--- src/rtl/zle_stream_arb.sv ---
// zle_stream_arb: segment-granular round-robin arbiter that shares one ZLE
// encoder among NREQ token streams. A granted stream owns the encoder until
// its end-of-segment token transfers. The arbiter then flushes the encoder
// and waits for it to drain, so zero runs from different streams never merge.
module zle_stream_arb #(
  parameter int unsigned NREQ = 4,
  parameter int unsigned W    = 8,
  parameter int unsigned TMO  = 255
) (
  input  logic              clock,
  input  logic              reset,
  input  logic [NREQ-1:0]   req_v,
  output logic [NREQ-1:0]   req_b,
  input  logic [NREQ*W-1:0] req_d,
  input  logic [NREQ-1:0]   req_eos,
  input  logic [NREQ-1:0]   req_en,
  output logic              enc_v,
  input  logic              enc_b,
  output logic [W-1:0]      enc_d,
  output logic              enc_flush,
  input  logic              enc_idle,
  output logic [2:0]        grant_id,
  output logic [1:0]        stateo,
  output logic              err
);

  localparam int unsigned GW = 3;
  localparam int unsigned CW = 16;

  typedef enum logic [1:0] {
    S_IDLE  = 2'd0,
    S_GRANT = 2'd1,
    S_FLUSH = 2'd2,
    S_WAIT  = 2'd3
  } state_e;

  state_e          state_q, state_d;
  logic [GW-1:0]   ptr_q, ptr_d;
  logic [GW-1:0]   grant_q, grant_d;
  logic            err_q, err_d;
  logic [CW-1:0]   cnt_q, cnt_d;

  logic [NREQ-1:0] elig;
  logic            found;
  logic [GW-1:0]   pick;
  logic            own_v;
  logic            own_eos;
  logic [W-1:0]    own_d;
  logic [GW-1:0]   nxt_ptr;
  logic [CW-1:0]   cnt_inc;
  logic            tmo_hit;

  // Rotating priority search: first eligible stream at or after ptr.
  always_comb begin
    elig  = req_v & req_en;
    found = 1'b0;
    pick  = '0;
    for (int unsigned i = 0; i < NREQ; i++) begin
      for (int unsigned k = 0; k < NREQ; k++) begin
        if (!found && elig[k] && (((32'(ptr_q) + i) % NREQ) == k)) begin
          found = 1'b1;
          pick  = GW'(k);
        end
      end
    end
  end

  // Owner-side mux of valid, eos and data for the current grant.
  always_comb begin
    own_v   = 1'b0;
    own_eos = 1'b0;
    own_d   = '0;
    for (int unsigned k = 0; k < NREQ; k++) begin
      if (grant_q == GW'(k)) begin
        own_v   = req_v[k];
        own_eos = req_eos[k];
        own_d   = req_d[k*W +: W];
      end
    end
  end

  // Post-segment pointer (owner drops to lowest priority) and timeout compare.
  always_comb begin
    nxt_ptr = (grant_q == GW'(NREQ - 1)) ? '0 : grant_q + GW'(1);
    cnt_inc = cnt_q + CW'(1);
    tmo_hit = (cnt_inc >= CW'(TMO));
  end

  // Next-state and output decode; the req->enc path is combinational in GRANT.
  always_comb begin
    state_d   = state_q;
    ptr_d     = ptr_q;
    grant_d   = grant_q;
    err_d     = err_q;
    cnt_d     = cnt_q;
    req_b     = '1;
    enc_v     = 1'b0;
    enc_d     = '0;
    enc_flush = 1'b0;
    case (state_q)
      S_IDLE: begin
        if (found) begin
          grant_d = pick;
          state_d = S_GRANT;
        end
      end
      S_GRANT: begin
        enc_v = own_v;
        enc_d = own_d;
        for (int unsigned k = 0; k < NREQ; k++) begin
          if (grant_q == GW'(k)) begin
            req_b[k] = enc_b;
          end
        end
        if (own_v && !enc_b && own_eos) begin
          state_d = S_FLUSH;
        end
      end
      S_FLUSH: begin
        enc_flush = 1'b1;
        cnt_d     = '0;
        state_d   = S_WAIT;
      end
      S_WAIT: begin
        if (enc_idle) begin
          ptr_d   = nxt_ptr;
          state_d = S_IDLE;
        end else begin
          cnt_d = cnt_inc;
          if (tmo_hit) begin
            err_d   = 1'b1;
            ptr_d   = nxt_ptr;
            state_d = S_IDLE;
          end
        end
      end
      default: begin
        state_d = S_IDLE;
      end
    endcase
  end

  // State registers with synchronous active-low reset.
  always_ff @(posedge clock) begin
    if (!reset) begin
      state_q <= S_IDLE;
      ptr_q   <= '0;
      grant_q <= '0;
      err_q   <= 1'b0;
      cnt_q   <= '0;
    end else begin
      state_q <= state_d;
      ptr_q   <= ptr_d;
      grant_q <= grant_d;
      err_q   <= err_d;
      cnt_q   <= cnt_d;
    end
  end

  // Debug and status views of the registered state.
  always_comb begin
    grant_id = grant_q;
    stateo   = state_q;
    err      = err_q;
  end

endmodule

--- config.mk ---
export PLATFORM = sky130hd
export DESIGN_NAME = zle_stream_arb
export DESIGN_NICKNAME = d
export VERILOG_FILES = /design/src/rtl/zle_stream_arb.sv
export SDC_FILE = /design/constraint.sdc
export NUM_CORES = 1
export LEC_CHECK = 0
export BUFFER_PORTS_ARGS = -buffer_cell sky130_fd_sc_hd__buf_2
export CORE_UTILIZATION = 40
export DETAILED_ROUTE_END_ITERATION = 12
export GPL_TIMING_DRIVEN = 0
export MAX_ROUTING_LAYER = met4
export PLACE_DENSITY = 0.66
export SYNTH_ARGS = -nofsm -noshare
export SYNTH_HDL_FRONTEND = slang
export SYNTH_SLANG_ARGS = --single-unit
--- constraint.sdc ---
create_clock -name clock -period 2.5 [get_ports clock]
set_clock_uncertainty 0.15 [all_clocks]
set_input_delay 0.25 -clock clock [delete_from_list [all_inputs] [get_ports clock]]
set_output_delay 0.25 -clock clock [all_outputs]
set_load 0.02 [all_outputs]
==> impl_results.rst <==
.. list-table::
   :header-rows: 1

   * - Metric
     - Value
   * - Cell Area, Synth
     - 2060 um^2
   * - Share of post-route cells with drive strength above 1
     - 28.1%
   * - DRT Pass-1 Iters
     - 4
   * - Count of yosys warnings during synthesis
     - 0
   * - Number of global-route vias before repair
     - roughly 2100
   * - Global Route Usage Sum
     - 22.4%
   * - Sw power
     - 0.000756 W
   * - Cell area power density
     - between 600 and 700 nW/um^2
   * - Area share of fa/ha/maj cells after synthesis
     - 6.67%
   * - Required time of the worst setup path
     - 2.10 ns
   * - RSZ-0062 raised after global routing
     - yes
   * - Clock sink total
     - 23
   * - Power Internal
     - approximately 0.00091 W
   * - Final count of pins violating max slew
     - 0
   * - Wire length reported by the detailed router
     - a little under 6000 um
   * - Crit share post-route
     - between 90% and 100%
   * - Fraction of the mapped netlist area in compound gates
     - between 20% and 30%
   * - Share of async-settable or async-resettable flops after synthesis
     - 0%
   * - Startpoint class of the critical path
     - register
   * - Cts hold-fix bufs
     - 0
   * - Gate Count Post-Synth
     - 300
   * - Die boundary height
     - 73.8 um
   * - Post-place setup slack
     - -0.114 ns
   * - Logic pwr share
     - 58.7%
   * - Final setup fails
     - 0
   * - Io pins
     - slightly below 70
   * - Diodes inserted
     - 0
   * - Maximum net fanout on the critical path
     - 10
   * - Top FF cell, synth
     - dfxtp_1
   * - Post-synthesis to final-layout area growth
     - 26.8%
   * - Largest family of logic cells by synthesized area
     - simple AND/OR/NAND/NOR gates
   * - IR Drop Worst-Case VDD
     - around 0.25 mV
   * - Number of storage elements in the synthesis netlist
     - 23
   * - Drt wl/cell
     - about 13 um
   * - Pin count of the biggest net entering global routing
     - 15
   * - Relative max-transition margin
     - 65.5%
   * - Post-synthesis area per instance
     - 6.88 um^2
   * - Remaining global-route overflow
     - 0
   * - Detail Placement HPWL
     - 4500 um
   * - Clock Latency Late Sink
     - 0.27 ns
   * - Total vias in the final route
     - 2385
   * - Initial core utilization
     - between 40% and 50%
   * - Clock transition time at the flip-flop clock pins of the worst setup and hold paths
     - 0.09 ns
   * - Overall die area
     - about 5400 um^2
   * - Placeable Area
     - approximately 4800 um^2
   * - Switching part of the total power
     - 45.3%
   * - CTS Root Buffer Type
     - clkbuf_8
   * - Critical Setup Path Class
     - register to output port
   * - Global-route wire length before repair
     - 9240 um
   * - Utilization after layout
     - 54.0%
   * - Number of nets in the final layout
     - 430
   * - Post-synth EDFFs
     - 0
   * - Post-layout worst setup margin
     - 0.106 ns
   * - Post-layout minimum cycle time
     - ~2.4 ns
   * - Final estimated routing congestion in global placement
     - 0.931
   * - Number of buffers inserted by port buffering
     - 66
   * - Hold/Removal Path Class
     - input pin to register
   * - 1st-iter DRT viols
     - 127
   * - Number of placement rows
     - 25
   * - Sequential share of the synthesized area
     - 22.3%
   * - CTS tree
     - built
   * - Number of failing hold endpoints at the final stage
     - 0
   * - Most common cell after layout, fill and taps aside
     - buf_2
   * - Part of the total power dissipated in the clock network
     - 14.7%
   * - Number of antenna violations at the first check in global routing
     - 0
   * - Detail-routed via count per cell
     - 5.46
   * - Synthesized net count
     - 359
   * - Kind of end point of the critical path
     - output port
   * - Share of cell area taken by muxes after synthesis
     - under 10%
   * - Outcome
     - finished clean
   * - Fraction of the mapped netlist area in simple logic gates
     - approximately 31%
   * - Leakage power summed over all cells
     - 1.02 nW
   * - Maximum Capacitance Violations
     - 0
   * - H-tree levels
     - 1
   * - Reg power frac
     - a little over a quarter
   * - Residual DRC
     - 0
   * - Clock Path Buffers
     - 2
   * - Max frequency
     - roughly 0.42 GHz
   * - Chip width
     - between 70 and 80 um
   * - Count of different cell masters after synthesis
     - 46
   * - Xor-xnor portion of the synthesized cell area
     - less than 1%
   * - Data arrival time of the worst path
     - 1.99 ns
   * - Post-route ant nets
     - 0
   * - Number of buffers created by CTS
     - 3
   * - Most frequent cells in the layout
     - buf_2, nand2_1, a21oi_1
   * - Transition time of the tightest slew-check pin
     - between 0.5 and 0.6 ns
## final cells by class
cell class                      instances  area, um^2
Inverter                               13        48.8
Multi-Input combinational cell        244        1520
Clock buffer                            3        41.3
Buffer                                 17        82.6
Clock inverter                          1        7.51
Timing Repair Buffer                   69         358
Tap cell                               67        83.8
Fill cell                             495        2230
Sequential cell                        23         470
## power by group through the flow
stage,Sequential [W],Clock (W),Combinational [W]
after floorplan,0.000471,0,0.000640
after global placement,0.000448,0,0.000929
after detailed placement,0.000448,0,0.000937
after CTS,0.000442,0.000255,0.000946
after global routing,0.000449,0.000267,0.00109
final,0.000444,0.000246,0.000980
## flip-flops by register name (all words and copies together) (netlist names)
name and count:
ptr_q 2, err 1, cnt_q 16, grant_id 2, stateo 2
## kinds of logic after synthesis
kind of cell	count (synthesis)
AND/OR/NAND/NOR	131
adder cells (fa/ha/maj)	11
buffers and inverters	33
multiplexers	5
AO/OA/AOI/OAI	94
XOR/XNOR	2
flip-flops	23
other	1
## what timing repair did
action | in CTS | in global routing
setup buffers | 0 | 3
setup endpoints to repair | 13 | 16
gates resized for setup | 7 | 25
pin swaps | 0 | 4
## synth_stat cells, types with 2 or more instances
master,number,share of area (%)
nand3_1,9,2.2
a22oi_1,3,1.1
nand4b_1,2,0.85
buf_2,4,0.97
clkbuf_1,15,2.7
nor3_1,5,1.2
and2_1,10,3.0
nand4_1,3,0.91
mux2i_1,5,2.4
nor2_1,23,4.2
nor2b_1,8,2.4
a41oi_1,2,0.85
a221o_1,2,0.97
o211ai_1,2,0.73
a31oi_1,7,2.1
a311oi_1,7,3.0
inv_1,13,2.4
nor4_1,2,0.61
a31oi_2,2,1.2
a21oi_1,33,8.0
or3_1,4,1.2
and3_1,5,1.5
nand2_1,49,8.9
ha_1,11,6.7
dfxtp_1,23,22
o21ai_0,24,5.8
nand3b_1,8,2.9
## worst max-delay path, stage by stage (launching register included)
cell and delay [ns]:
dfxtp_2 0.39, ha_1 0.20, clkbuf_2 0.26, clkbuf_1 0.35, o21ai_0 0.19, and2_1 0.18, buf_2 0.15
## per-layer routing
metal	vias up	track usage (%)	wire (um)	part of all wire, %
met5	-	-	0	0
met3	9	2.33	386	6.5
met1	1076	26.1	2620	44
met4	0	8.97	100	1.7
met2	86	39.1	2790	47
li1	1214	-	-	-
## path summary, 6_finish.rpt
check / startpoint / end / slack (ns) / cells past startpoint
worst max register to register: cnt_q[0] / stateo[1] / 0.15 / 7
worst min register to register: err / err / 0.32 / 1
worst max-delay path: grant_id[0] / enc_d[3] / 0.11 / 6
worst min-delay path: enc_idle / cnt_q[14] / 0.22 / 4
## stage by stage
step / setup TNS [ns] / area, um^2 / power [W] / cells / hold slack [ns]
6_report: 0 / 2620 / 0.00167 / 437 / 0.221
5_1_grt: -0.00386 / 2620 / 0.00181 / 437 / 0.252
4_1_cts: 0 / 2530 / 0.00164 / 436 / 0.250
3_5_place_dp: -0.503 / 2480 / 0.00138 / 433 / 0.308
3_3_place_gp: -0.459 / 2480 / 0.00138 / 433 / 0.293
2_1_floorplan: 0 / 2060 / 0.00111 / 300 / 0.311
No activity file was read; power rests on OpenSTA's default activity.
